## src/rtl/div_iter_unit.sv

```systemverilog
// Iterative restoring 32-bit divider (DIV/DIVU) for the execute stage.
// Produces the E-stage stall request and the {HI=remainder, LO=quotient} result.
module div_iter_unit (
  input  logic        clk,
  input  logic        rst,
  input  logic        start,
  input  logic        signed_div,
  input  logic [31:0] a,
  input  logic [31:0] b,
  input  logic        annul,
  output logic        stall_div,
  output logic        ready,
  output logic [63:0] result
);

  // state | meaning
  // IDLE  | waiting for start; operands captured on accept
  // RUN   | one restoring step per cycle, 32 cycles
  // DONE  | result presented with ready; returns to IDLE
  typedef enum logic [1:0] {IDLE, RUN, DONE} state_t;

  state_t      state, state_nxt;
  logic [63:0] rq;
  logic [31:0] mag_b;
  logic [31:0] a_cap;
  logic [4:0]  cnt;
  logic        sign_q, sign_r, dz;
  logic [63:0] result_q;

  logic        accept;
  logic        load;
  logic [31:0] mag_a_in, mag_b_in;
  logic [32:0] diff;
  logic [63:0] step;
  logic [31:0] quo_fin, rem_fin;
  logic [63:0] fin;

  assign accept   = start & ~annul;
  assign mag_a_in = (signed_div & a[31]) ? (~a + 32'd1) : a;
  assign mag_b_in = (signed_div & b[31]) ? (~b + 32'd1) : b;

  // 33-bit compare: the bit shifted out of rem can make it exceed 32 bits
  assign diff = rq[63:31] - {1'b0, mag_b};

  always_comb begin
    step = {rq[62:0], 1'b0};
    if (!diff[32]) step = {diff[31:0], rq[30:0], 1'b1};
  end

  assign quo_fin = sign_q ? (~rq[31:0] + 32'd1) : rq[31:0];
  assign rem_fin = sign_r ? (~rq[63:32] + 32'd1) : rq[63:32];
  assign fin     = dz ? {a_cap, 32'hFFFF_FFFF} : {rem_fin, quo_fin};

  always_comb begin
    state_nxt = state;
    case (state)
      IDLE: if (accept) state_nxt = (b == 32'd0) ? DONE : RUN;
      RUN: begin
        if (annul)               state_nxt = IDLE;
        else if (cnt == 5'd31)   state_nxt = DONE;
      end
      DONE:    state_nxt = IDLE;
      default: state_nxt = IDLE;
    endcase
  end

  always_ff @(posedge clk or negedge rst) begin
    if (!rst) state <= IDLE;
    else      state <= state_nxt;
  end

  always_ff @(posedge clk or negedge rst) begin
    if (!rst) begin
      rq     <= '0;
      mag_b  <= '0;
      a_cap  <= '0;
      cnt    <= '0;
      sign_q <= 1'b0;
      sign_r <= 1'b0;
      dz     <= 1'b0;
    end else if (state == IDLE && accept) begin
      rq     <= {32'd0, mag_a_in};
      mag_b  <= mag_b_in;
      a_cap  <= a;
      cnt    <= '0;
      sign_q <= signed_div & (a[31] ^ b[31]);
      sign_r <= signed_div & a[31];
      dz     <= (b == 32'd0);
    end else if (state == RUN && !annul) begin
      rq  <= step;
      cnt <= cnt + 5'd1;
    end
  end

  assign load = (state == DONE) & ~annul;

  always_ff @(posedge clk or negedge rst) begin
    if (!rst)      result_q <= '0;
    else if (load) result_q <= fin;
  end

  // The final value is already stable in DONE, so it is forwarded in that
  // cycle alongside ready; the register holds it for later cycles.
  assign result    = load ? fin : result_q;
  assign ready     = rst & load;
  assign stall_div = rst & ~annul & (((state == IDLE) & start) | (state == RUN));

endmodule

```

## config.mk

```make
export PLATFORM = sky130hd
export DESIGN_NAME = div_iter_unit
export DESIGN_NICKNAME = d
export VERILOG_FILES = /design/src/rtl/div_iter_unit.sv
export SDC_FILE = /design/constraint.sdc
export NUM_CORES = 1
export LEC_CHECK = 0
export BUFFER_PORTS_ARGS = -buffer_cell sky130_fd_sc_hd__buf_4
export CORE_MARGIN = 1.5
export CORE_UTILIZATION = 25
export DETAILED_ROUTE_END_ITERATION = 10
export GPL_ROUTABILITY_DRIVEN = 1
export HOLD_SLACK_MARGIN = 0.12
export SLEW_MARGIN = 15
export SYNTH_ARGS = -nofsm -noshare
export SYNTH_HDL_FRONTEND = slang
export SYNTH_SLANG_ARGS = --single-unit
```

## constraint.sdc

```tcl
create_clock -name clk -period 4.6 [get_ports clk]
set_input_delay 0.46 -clock clk [delete_from_list [all_inputs] [get_ports clk]]
set_output_delay 0.46 -clock clk [all_outputs]
set_load 0.01 [all_outputs]
```

==> results of run 1 <==
placed cells by master (no fill, tap or decap), types with 8 or more instances in the layout:
cell | Yosys | routed
nand2_1 | 277 | 277
dfrtp_1 | 202 | 201
o21ai_0 | 176 | 175
buf_4 | 0 | 148
a21oi_1 | 147 | 147
nor2_1 | 135 | 133
xor2_1 | 83 | 83
xnor2_1 | 61 | 60
inv_1 | 51 | 51
ha_1 | 38 | 38
mux2i_1 | 31 | 31
o31ai_1 | 26 | 26
clkbuf_16 | 0 | 25
nor3_1 | 23 | 23
nand3_1 | 15 | 15
o41ai_1 | 14 | 14
or4_1 | 13 | 12
nand2b_1 | 12 | 12
or3_1 | 11 | 11
and2_1 | 11 | 11
a21o_1 | 11 | 11
nor4_1 | 10 | 10
nand4_1 | 8 | 8
o22ai_1 | 8 | 8
layout make-up:
type,instances,share of cell area
inverters,51,0.0128
multi-input cells,1185,0.462
well taps,664,0.0554
repair buffers,152,0.0784
clock inverters,7,0.00585
clock buffers,36,0.0478
flip-flops and latches,202,0.337
path summary, 6_finish.rpt:
kind                                       start                      to  slack, ns
max                            rq[4]$_DFFE_PN0P_              result[27]       0.21
min                                        a[26]   a_cap[26]$_DFFE_PN0P_       0.16
max reg2reg                   rq[31]$_DFFE_PN0P_      rq[40]$_DFFE_PN0P_       0.79
min reg2reg                result_q[0]$_DFF_PN0_   result_q[0]$_DFF_PN0_       0.47
max in group asynchronous                    rst      rq[10]$_DFFE_PN0P_       2.95
min in group asynchronous                    rst  result_q[20]$_DFF_PN0_       0.54
power groups by stage:
stage / combinational (W) / sequential (W) / clock [W]
3_3_place_gp: 0.00207 / 0.00237 / 0
6_report: 0.00210 / 0.00236 / 0.00193
5_1_grt: 0.00237 / 0.00240 / 0.00207
2_1_floorplan: 0.00160 / 0.00224 / 0
3_5_place_dp: 0.00208 / 0.00238 / 0
4_1_cts: 0.00209 / 0.00235 / 0.00199
critical path: cells and delay by family, from the launching register on:
| family | cells | cell delay, ns |
|---|---|---|
| XOR/XNOR | 1 | 0.11 |
| AO/OA/AOI/OAI | 2 | 0.47 |
| buffers and inverters | 1 | 0.15 |
| AND/OR/NAND/NOR | 5 | 2.25 |
| flip-flops | 1 | 0.43 |
metal layers:
layer,track usage,vias up,routed length [um]
met5,0,-,31
met4,0.0284,4,507
met2,0.228,219,16200
met1,0.192,5058,17100
met3,0.0338,38,2430
li1,-,5439,-
synth_stat cells (8+ instances only):
| master | n |
|---|---|
| mux2i_1 | 31 |
| xor2_1 | 83 |
| nand3_1 | 15 |
| o41ai_1 | 14 |
| and2_1 | 11 |
| nand4_1 | 8 |
| ha_1 | 38 |
| a21o_1 | 11 |
| clkbuf_1 | 79 |
| a21oi_1 | 147 |
| o31ai_1 | 26 |
| o22ai_1 | 8 |
| or3_1 | 11 |
| dfrtp_1 | 202 |
| o21ai_0 | 176 |
| nor2_1 | 135 |
| nand2_1 | 277 |
| nor4_1 | 10 |
| xnor2_1 | 61 |
| or4_1 | 13 |
| nand2b_1 | 12 |
| nor3_1 | 23 |
| inv_1 | 51 |
kinds of logic (layout without fill, tap and decap cells):
kind of cell	Yosys count	count (layout)
muxes	31	31
xor gates and xnor gates	144	144
AOI/OAI and AO/OA	430	430
buffers and inverters	138	246
DFF	202	202
adders and majority gates	39	39
and+or+nand+nor	541	541
stage by stage:
step	std cells	power [W]	hold WS, ns	setup slack [ns]
floorplan	1525	0.00385	0.164	0.959
global placement	2252	0.00443	0.458	0.756
finish	2297	0.00639	0.161	0.207
detailed placement	2252	0.00446	0.456	0.702
global route	2297	0.00685	0.162	0.0234
CTS	2296	0.00644	0.129	0.147
flip-flops by register name, indices dropped and copies added (netlist names):
name      cells
a_cap        32
cnt           5
dz            1
mag_b        32
result_q     64
rq           64
sign_q        1
sign_r        1
state         2
what timing repair did:
action,CTS,global route
hold buffers,1,0
endpoints found under the setup margin,0,2
buffers inserted,0,1
hold endpoints to repair,69,0
gates resized for setup,0,2
==> metrics.md, run 1 <==
| Metric | Value |
|---|---|
| Effective utilization at floorplan | `0.254` |
| Classification of the worst-slack hold path | `in -> reg` |
| Fraction of synthesis flops using an asynchronous set or reset pin | `1.00` |
| YS warnings | `0` |
| Total power density per cell area | `426 mW/mm^2` |
| Combinational family with the most area after synthesis | `compound AO/OA/AOI/OAI gates` |
| Antenna diode count | `0` |
| Setup tns final | `0 ns` |
| Post-synth EDFFs | `0` |
| Summed instance area of the synthesized netlist | `0.0125 mm^2` |
| Actual slew at the worst max-slew pin | `1.12 ns` |
| Area of the placeable core | `0.0491 mm^2` |
| Mean Syn Cell Area | `8.18 um^2` |
| Per-cell via count in the routed design | `4.68` |
| Critical path class | `reg -> out` |
| Maximum achievable frequency | `0.228 GHz` |
| Share of total power consumed by net switching | `0.359` |
| Setup violation total in the final timing report | `0` |
| Sequential cell area fraction in the yosys report | `0.405` |
| Max Slew Vio Count | `0` |
| Depth of the worst register-to-register path | `14` |
| TritonCTS clock tree | `yes` |
| CP peak stage delay | `0.53 ns` |
| Power Internal | `0.00410 W` |
| Top cell type's share of synthesized area | `0.405` |
| Critical Path Fanout Max | `5` |
| Number of sinks on the clock net | `202` |
| Leakage Power | `6.82 nW` |
| Status | `completed` |
| I/O pin total | `135` |
| Critical path required time | `4.14 ns` |
| Synth Net Count | `1,633` |
| Instance area after placement | `0.0142 mm^2` |
| Wire length of the first global-routing pass | `58,200 um` |
| Yosys reg bits | `202` |
| Worst path cell trace | `or3_4, or4_4, or3_4, or4_4, or4_4, o31ai_1, xor2_1, a21oi_1, buf_4` |
| Count of maximum capacitance violations | `0` |
| Die height | `226 um` |
| ANT nets after route | `0` |
| Worst hold path cell count | `3` |
| Cell type of the slowest stage on the worst timing path | `or4_4` |
| Share of power burned in the clock network | `0.302` |
| Switching pwr | `0.00229 W` |
| Row Count | `81` |
| CP endpoint kind | `output port` |
| Number of inserted filler cells in the final layout | `5,277` |
| Pin count of the biggest net entering global routing | `83` |
| Worst IR drop on VDD | `0.252 mV` |
| Crit path arrival time | `3.93 ns` |
| Routed WL | `36,300 um` |
| Top area cells in the synthesized netlist | `dfrtp_1 (41%), nand2_1 (8.3%), o21ai_0 (7.1%), a21oi_1 (5.9%), xor2_1 (5.8%)` |
| Share of post-route cells with drive strength above 1 | `0.128` |
| Routability congestion estimate from global placement | `0.838` |
| Reg power frac | `0.369` |
| Final worst-path cycle share | `0.955` |
| Number of H-tree levels | `1` |
| Later-pin clock latency in the skew report | `0.53 ns` |
| Number of buffers created by CTS | `25` |
| Hold Violations, Final | `0` |
| # port buffers | `134` |
| Tightest slew margin relative to the limit | `0.234` |
| Half-perimeter wire length of the detailed placement result | `27,300 um` |
| Predominant post-synthesis flop cell | `dfrtp_1` |
| Area share of and/or/nand/nor cells after synthesis | `0.189` |
| Area Growth Syn to Fin | `20.1%` |
| Logic pwr share | `0.328` |
| Worst clock skew | `0.0240 ns` |
| Post-route DRC violation count | `0` |
| Clock transition at the registers of the reported paths | `0.06 ns` |
| Top cell type by total area after synthesis | `dfrtp_1` |
| Count of mapped cells out of synthesis | `1,525` |
| Proportion of synthesized area in mux cells | `0.0249` |
| Post-synthesis cell type count | `59` |
| Sequential cell area | `0.00506 mm^2` |
| Post-route cell area | `0.0150 mm^2` |
| Adder-Cell Fraction of Synth Area | `0.0397` |
| Shortest clock period the worst path allows after layout | `4.39 ns` |
| Buffer type at the clock tree root | `clkbuf_16` |
| Total via count after detailed routing | `10,800` |
| Buffer depth of the longest clock path | `3` |
| Compound-gate portion of the synthesized area | `0.198` |
| Die extent in x | `226 um` |
| Initial antenna violation count | `2` |
| Multi-input logic area | `0.00693 mm^2` |
| Iteration count of the initial detailed-routing pass | `5` |
| Number of DRC markers in iteration 0 | `825` |
| Post-layout nets | `1,725` |
| Overall die area | `0.0512 mm^2` |
| Average routed wire per standard cell | `15.8 um` |
| Final Core Density | `0.305` |
| Total grt overflow | `0` |
| All-Layer GR Usage | `0.141` |
| Number of global-route vias before repair | `10,500` |
| RSZ-0062 raised after global routing | `false` |
| Post-synthesis xor/xnor area fraction | `0.101` |
| Cell occurring most often along the worst timing path | `or4_4` |
| Startpoint type of the worst setup path | `register` |
(Power assumes the default switching activity.)
==> run 2, diff against run 1 <==
HOLD_SLACK_MARGIN = not set   (was 0.12)
SKIP_CTS_REPAIR_TIMING = 1   (was not set)
clock period = 5 ns   (was 4.6 ns; I/O delays follow)
==> run 2 against run 1 <==
The flow now finishes with violations (negative hold slack). Power is 5.8% lower. Hold slack worse by 0.18 ns. Largest power group unchanged. Final cell count unchanged. Register-to-register slack gained 0.33 ns. Utilization is 0.11 points higher. Clock power about the same. Wire length shrank 0.28%. First-iteration DRC count is 13% lower. Sequential power down 8.5%.
==> metrics.md, run 2 (same netlist as run 1, synthesis figures left out) <==
| Metric | Value |
|---|---|
| Status | `finished with violations` |
| Failing checks | `negative hold slack` |
| Number of DRC markers in iteration 0 | `718 (-13%)` |
| Area Growth Syn to Fin | `20.6%` |
| Count of maximum capacitance violations | `0 (unchanged)` |
| Startpoint type of the worst setup path | `register` |
| All-Layer GR Usage | `0.143 (+0.00133)` |
| I/O pin total | `135 (unchanged)` |
| RSZ-0062 raised after global routing | `false` |
| Worst path cell trace | `nor3_1, nand4_1, or4_1, or2_2, or4_1, o41ai_1, xor2_1, nor2_1, a21oi_1, o21ai_0, buf_4` |
| Antenna diode count | `0 (unchanged)` |
| Average routed wire per standard cell | `15.7 um (-0.28%)` |
| Logic pwr share | `0.316 (-0.012)` |
| Most frequent cells in the layout | `nand2_1 (277), dfrtp_1 (201), o21ai_0 (176)` |
| Sequential cell area | `0.00506 mm^2 (unchanged)` |
| Die extent in x | `226 um (unchanged)` |
| Post-route DRC violation count | `0 (unchanged)` |
| Wire length of the first global-routing pass | `58,900 um (+1.1%)` |
| Share of power burned in the clock network | `0.324 (+0.022)` |
| Hold Violations, Final | `13 (+13)` |
| Multi-input logic area | `0.00692 mm^2 (about the same)` |
| Worst hold margin | `-0.0208 ns (-0.182 ns)` |
| Routability congestion estimate from global placement | `0.853 (+1.7%)` |
| Buffer type at the clock tree root | `clkbuf_16` |
| Crit path arrival time | `3.98 ns (+0.05 ns)` |
| Shortest clock period the worst path allows after layout | `4.48 ns` |
| Initial antenna violation count | `2 (unchanged)` |
| Per-cell via count in the routed design | `4.70 (+0.38%)` |
| Later-pin clock latency in the skew report | `0.54 ns (about the same)` |
| Clock transition at the registers of the reported paths | `0.05 ns (about the same)` |
| Share of post-route cells with drive strength above 1 | `0.130 (+0.00245)` |
| Classification of the worst-slack hold path | `in -> async` |
| Overall die area | `0.0512 mm^2 (unchanged)` |
| Number of buffers created by CTS | `26 (+4.0%)` |
| Row Count | `81 (unchanged)` |
| Worst-case register-to-register setup slack | `1.12 ns (+0.33 ns)` |
| TritonCTS clock tree | `yes` |
| Routed WL | `36,200 um (-0.28%)` |
| Final worst-path cycle share | `0.895` |
| Effective utilization at floorplan | `0.254 (unchanged)` |
| Share of total power consumed by net switching | `0.358 (-0.000855)` |
| Setup violation total in the final timing report | `0 (unchanged)` |
| Maximum achievable frequency | `0.223 GHz` |
| CP peak stage delay | `0.55 ns (+0.02 ns)` |
| Total power density per cell area | `400 mW/mm^2 (-6.1%)` |
| Switching pwr | `0.00215 W (-6.0%)` |
| Cell occurring most often along the worst timing path | `or4_1` |
| Cell type of the slowest stage on the worst timing path | `or4_1` |
| CP endpoint kind | `output port` |
| Number of sinks on the clock net | `202 (unchanged)` |
| Worst clock skew | `0.0171 ns (-0.00694 ns)` |
| Actual slew at the worst max-slew pin | `1.03 ns (-0.0862 ns)` |
| Tightest slew margin relative to the limit | `0.311 (+0.0768)` |
| Number of inserted filler cells in the final layout | `5,242 (-0.66%)` |
| Number of global-route vias before repair | `10,600 (+0.82%)` |
| Max Slew Vio Count | `0 (unchanged)` |
| Die height | `226 um (unchanged)` |
| Critical Path Fanout Max | `6 (+1)` |
| Registers with the most flip-flops | `result_q x64, rq x64` |
| Post-layout nets | `1,723 (-0.12%)` |
| Leading cell type in the layout, fill and taps excluded | `nand2_1` |
| ANT nets after route | `0 (unchanged)` |
| Worst IR drop on VDD | `0.205 mV (-19%)` |
| Leakage Power | `6.85 nW (+0.44%)` |
| Critical path class | `reg -> out` |
| Setup tns final | `0 ns (unchanged)` |
| Total grt overflow | `0 (unchanged)` |
| Number of H-tree levels | `1 (unchanged)` |
| Power Internal | `0.00387 W (-5.7%)` |
| Critical path required time | `4.50 ns (+0.36 ns)` |
| Area of the placeable core | `0.0491 mm^2 (unchanged)` |
| # port buffers | `134 (unchanged)` |
| Reg power frac | `0.360 (-0.009)` |
| Half-perimeter wire length of the detailed placement result | `27,200 um (-0.57%)` |
| Pin count of the biggest net entering global routing | `84 (+1.2%)` |
| Iteration count of the initial detailed-routing pass | `5 (unchanged)` |
| Buffer depth of the longest clock path | `3 (unchanged)` |
| Total via count after detailed routing | `10,800 (+0.38%)` |
-- run 2: cell types whose count changed in the layout (fill, tap and decap cells not counted), sizes merged --
cell / previous run / this run
buf: 150 / 148
clkbuf: 37 / 35
clkinv: 4 / 6
bufinv: 2 / 3
clkinvlp: 1 / 2
dlygate4sd3: 1 / 0
inv: 51 / 52
-- run 2: through the flow --
step / instance area [um^2] / util / setup slack, ns / std cells / total power, W
final: 15000 / 0.307 / 0.525 / 2297 / 0.00602
after global routing: 15000 / 0.307 / 0.301 / 2297 / 0.00643
after CTS: 15000 / 0.307 / 0.494 / 2297 / 0.00608
after detailed placement: 14100 / 0.288 / 1.09 / 2251 / 0.00410
after global placement: 14100 / 0.288 / 1.10 / 2251 / 0.00406
after floorplan: 12500 / - / 1.32 / 1525 / 0.00354
-- run 2: final timing paths --
path                       cells past startpoint                  start                    end
max                                           11     rq[38]$_DFFE_PN0P_             result[61]
min                                            1                    rst      rq[8]$_DFFE_PN0P_
max reg2reg                                   14     rq[31]$_DFFE_PN0P_     rq[58]$_DFFE_PN0P_
min reg2reg                                    2  result_q[0]$_DFF_PN0_  result_q[0]$_DFF_PN0_
max in group asynchronous                      2                    rst     sign_q$_DFFE_PN0P_
min in group clk                               3                   a[5]   a_cap[5]$_DFFE_PN0P_
-- run 2: critical path: cells and delay by family (launching register included) --
family / cells / cell delay (ns)
flops: 1 / 0.48
xor+xnor: 1 / 0.12
buf+inv: 1 / 0.17
simple gates: 6 / 2.00
compound gates: 3 / 0.66
-- run 2: power by group through the flow --
stage / Clock [W] / Sequential, W / Combinational, W
after floorplan: 0 / 0.00206 / 0.00147
after global placement: 0 / 0.00218 / 0.00189
after detailed placement: 0 / 0.00219 / 0.00191
after CTS: 0.00200 / 0.00216 / 0.00192
after global routing: 0.00206 / 0.00221 / 0.00216
final: 0.00195 / 0.00216 / 0.00190
-- run 2: metal layers --
layer | up-vias | GRT usage | wire length [um]
met3 | 42 | 0.0321 | 2190
met2 | 203 | 0.227 | 16200
met1 | 5117 | 0.197 | 17100
met5 | - | 0 | 26
met4 | 4 | 0.0305 | 676
li1 | 5433 | - | -
-- run 2: final cells by class --
class / count / share of cell area
Clock inverter: 12 / 0.00982
Multi-Input combinational cell: 1185 / 0.460
Clock buffer: 34 / 0.0500
Timing Repair Buffer: 149 / 0.0756
Sequential cell: 202 / 0.336
Tap cell: 664 / 0.0552
Inverter: 51 / 0.0127
==> run 3, diff against run 2 <==
CAP_MARGIN = 0   (was not set)
CTS_CLUSTER_DIAMETER = 100   (was not set)
GPL_TIMING_DRIVEN = 0   (was not set)
==> run 3 against run 2 <==
Count of clock-buffer cells in the layout down 4. Via count rose by 4.5%. First-iteration DRC count up 25%. Clock power increased by 2%. Clock skew shrank 0.0040 ns. Die area unchanged. The run now ends clean. Utilization increased by 0.42 points. Fmax fell by 1.7%. Critical path depth shrank 1. Largest power group unchanged. Global-route usage increased by 1.1 points.
==> metrics.md, run 3 (same netlist as run 1, synthesis figures left out) <==
| Metric | Value |
|---|---|
| Post-layout nets | `1,794 (+4.1%)` |
| Iteration count of the initial detailed-routing pass | `5 (unchanged)` |
| Worst clock skew | `0.0130 ns (-0.00403 ns)` |
| Post-route DRC violation count | `0 (unchanged)` |
| Setup tns final | `0 ns (unchanged)` |
| Leading cell type in the layout, fill and taps excluded | `nand2_1` |
| Status | `completed` |
| Initial antenna violation count | `1 (-1)` |
| Final Core Density | `0.311 (+0.00421)` |
| Most frequent cells in the layout | `nand2_1 (277), dfrtp_1 (202), o21ai_0 (176)` |
| Buffer depth of the longest clock path | `3 (unchanged)` |
| TritonCTS clock tree | `yes` |
| Area of the placeable core | `0.0491 mm^2 (unchanged)` |
| # port buffers | `133 (-0.75%)` |
| Hold Violations, Final | `0 (-13)` |
| Actual slew at the worst max-slew pin | `1.13 ns (+0.0921 ns)` |
| Registers with the most flip-flops | `result_q x64, rq x64` |
| Number of H-tree levels | `1 (unchanged)` |
| ANT nets after route | `0 (unchanged)` |
| Row Count | `81 (unchanged)` |
| Leakage Power | `6.90 nW (+0.65%)` |
| Buffer type at the clock tree root | `clkbuf_16` |
| Count of maximum capacitance violations | `0 (unchanged)` |
| Setup violation total in the final timing report | `0 (unchanged)` |
| Number of global-route vias before repair | `11,000 (+4.0%)` |
| Shortest clock period the worst path allows after layout | `4.55 ns (+0.0786 ns)` |
| Crit path arrival time | `4.05 ns (+0.07 ns)` |
| Share of post-route cells with drive strength above 1 | `0.116 (-0.0148)` |
| Tightest slew margin relative to the limit | `0.248 (-0.0630)` |
| Die height | `226 um (unchanged)` |
| CP endpoint kind | `output port` |
| Number of buffers created by CTS | `25 (-3.8%)` |
| Worst-case register-to-register setup slack | `0.58 ns (-0.54 ns)` |
| Routability congestion estimate from global placement | `0.839 (-1.6%)` |
| Overall die area | `0.0512 mm^2 (unchanged)` |
| Startpoint type of the worst setup path | `register` |
| Effective utilization at floorplan | `0.254 (unchanged)` |
| Clock transition at the registers of the reported paths | `0.06 ns (about the same)` |
| RSZ-0062 raised after global routing | `false` |
| Routed WL | `39,800 um (+10%)` |
| All-Layer GR Usage | `0.154 (+0.0110)` |
| Max Slew Vio Count | `0 (unchanged)` |
| Half-perimeter wire length of the detailed placement result | `31,100 um (+14%)` |
| Critical path required time | `4.50 ns (about the same)` |
| Area Growth Syn to Fin | `22.2%` |
| Critical path class | `reg -> out` |
| Average routed wire per standard cell | `16.8 um (+6.7%)` |
| Total via count after detailed routing | `11,300 (+4.5%)` |
| Final worst-path cycle share | `0.911 (+0.0157)` |
| Total grt overflow | `0 (unchanged)` |
| Maximum achievable frequency | `0.220 GHz (-1.7%)` |
| Number of sinks on the clock net | `202 (unchanged)` |
| Total power density per cell area | `400 mW/mm^2 (about the same)` |
| Classification of the worst-slack hold path | `in -> async` |
| I/O pin total | `135 (unchanged)` |
| Later-pin clock latency in the skew report | `0.54 ns (about the same)` |
| Worst IR drop on VDD | `0.246 mV (+20%)` |
| Pin count of the biggest net entering global routing | `105 (+25%)` |
| Critical Path Fanout Max | `5 (-1)` |
| Number of DRC markers in iteration 0 | `899 (+25%)` |
| Wire length of the first global-routing pass | `61,700 um (+4.9%)` |
| Per-cell via count in the routed design | `4.76 (+1.4%)` |
| Die extent in x | `226 um (unchanged)` |
[run 3: cell types whose count changed in the layout (fill, tap and decap cells not counted), moves of 2 or more]
cell	previous run	this run
clkbuf_1	2	79
buf_4	147	132
buf_1	0	4
buf_2	0	3
bufinv_16	3	5
clkbuf_16	27	25
clkinv_2	5	7
nor2_1	133	135
[run 3: path summary, 6_finish.rpt]
kind / end / startpoint / cells past startpoint
worst max register to register: rq[60]$_DFFE_PN0P_ / rq[31]$_DFFE_PN0P_ / 15
worst min-delay path: result_q[4]$_DFF_PN0_ / rst / 1
max in group asynchronous: a_cap[28]$_DFFE_PN0P_ / rst / 2
worst max-delay path: result[61] / rq[41]$_DFFE_PN0P_ / 10
min in group clk: a_cap[28]$_DFFE_PN0P_ / a[28] / 3
worst min register to register: mag_b[27]$_DFFE_PN0P_ / mag_b[27]$_DFFE_PN0P_ / 2
[run 3: cell type report]
type,count,area (um^2)
timing repair buffer,134,1030
fill,5243,33800
sequential,202,5050
inverter,51,191
clock inverter,15,210
antenna,1,2.50
clock buffer,30,694
multi-input combinational,1185,6900
buffer,87,332
tap,664,831
[run 3: worst max-delay path, cell delays in order (launching register included)]
cell,delay (ns)
dfrtp_1,0.47
or3_1,0.48
or4_1,0.61
or2_2,0.35
or4_1,0.47
o41ai_1,0.39
xor2_1,0.13
nor2_1,0.11
a21oi_1,0.05
o21ai_0,0.27
buf_4,0.19
[run 3: report_power, final]
part	total, W	internal, W	switching (W)
Sequential	0.00214	0.00187	0.000274
Clock	0.00199	0.00124	0.000741
Combinational	0.00197	0.000797	0.00118
Total	0.00610	0.00391	0.00219
[run 3: stage by stage]
step	cell area (um^2)	worst slack (ns)	hold slack [ns]	total power (W)	cells
6_report	15200	0.446	0.00226	0.00610	2369
5_1_grt	15200	0.302	0.0650	0.00648	2369
3_5_place_dp	14300	0.584	0.467	0.00412	2323
3_3_place_gp	14300	0.600	0.457	0.00407	2322
4_1_cts	15200	0.458	0.0393	0.00612	2368
2_1_floorplan	12500	1.32	0.204	0.00354	1525
[run 3: metal layers]
metal / vias to the layer above / track usage / routed length, um
li1: 5579 / - / -
met5: - / 0 / 0
met4: 0 / 0.0417 / 1040
met1: 5344 / 0.206 / 18000
met3: 54 / 0.0323 / 2600
met2: 311 / 0.250 / 18100
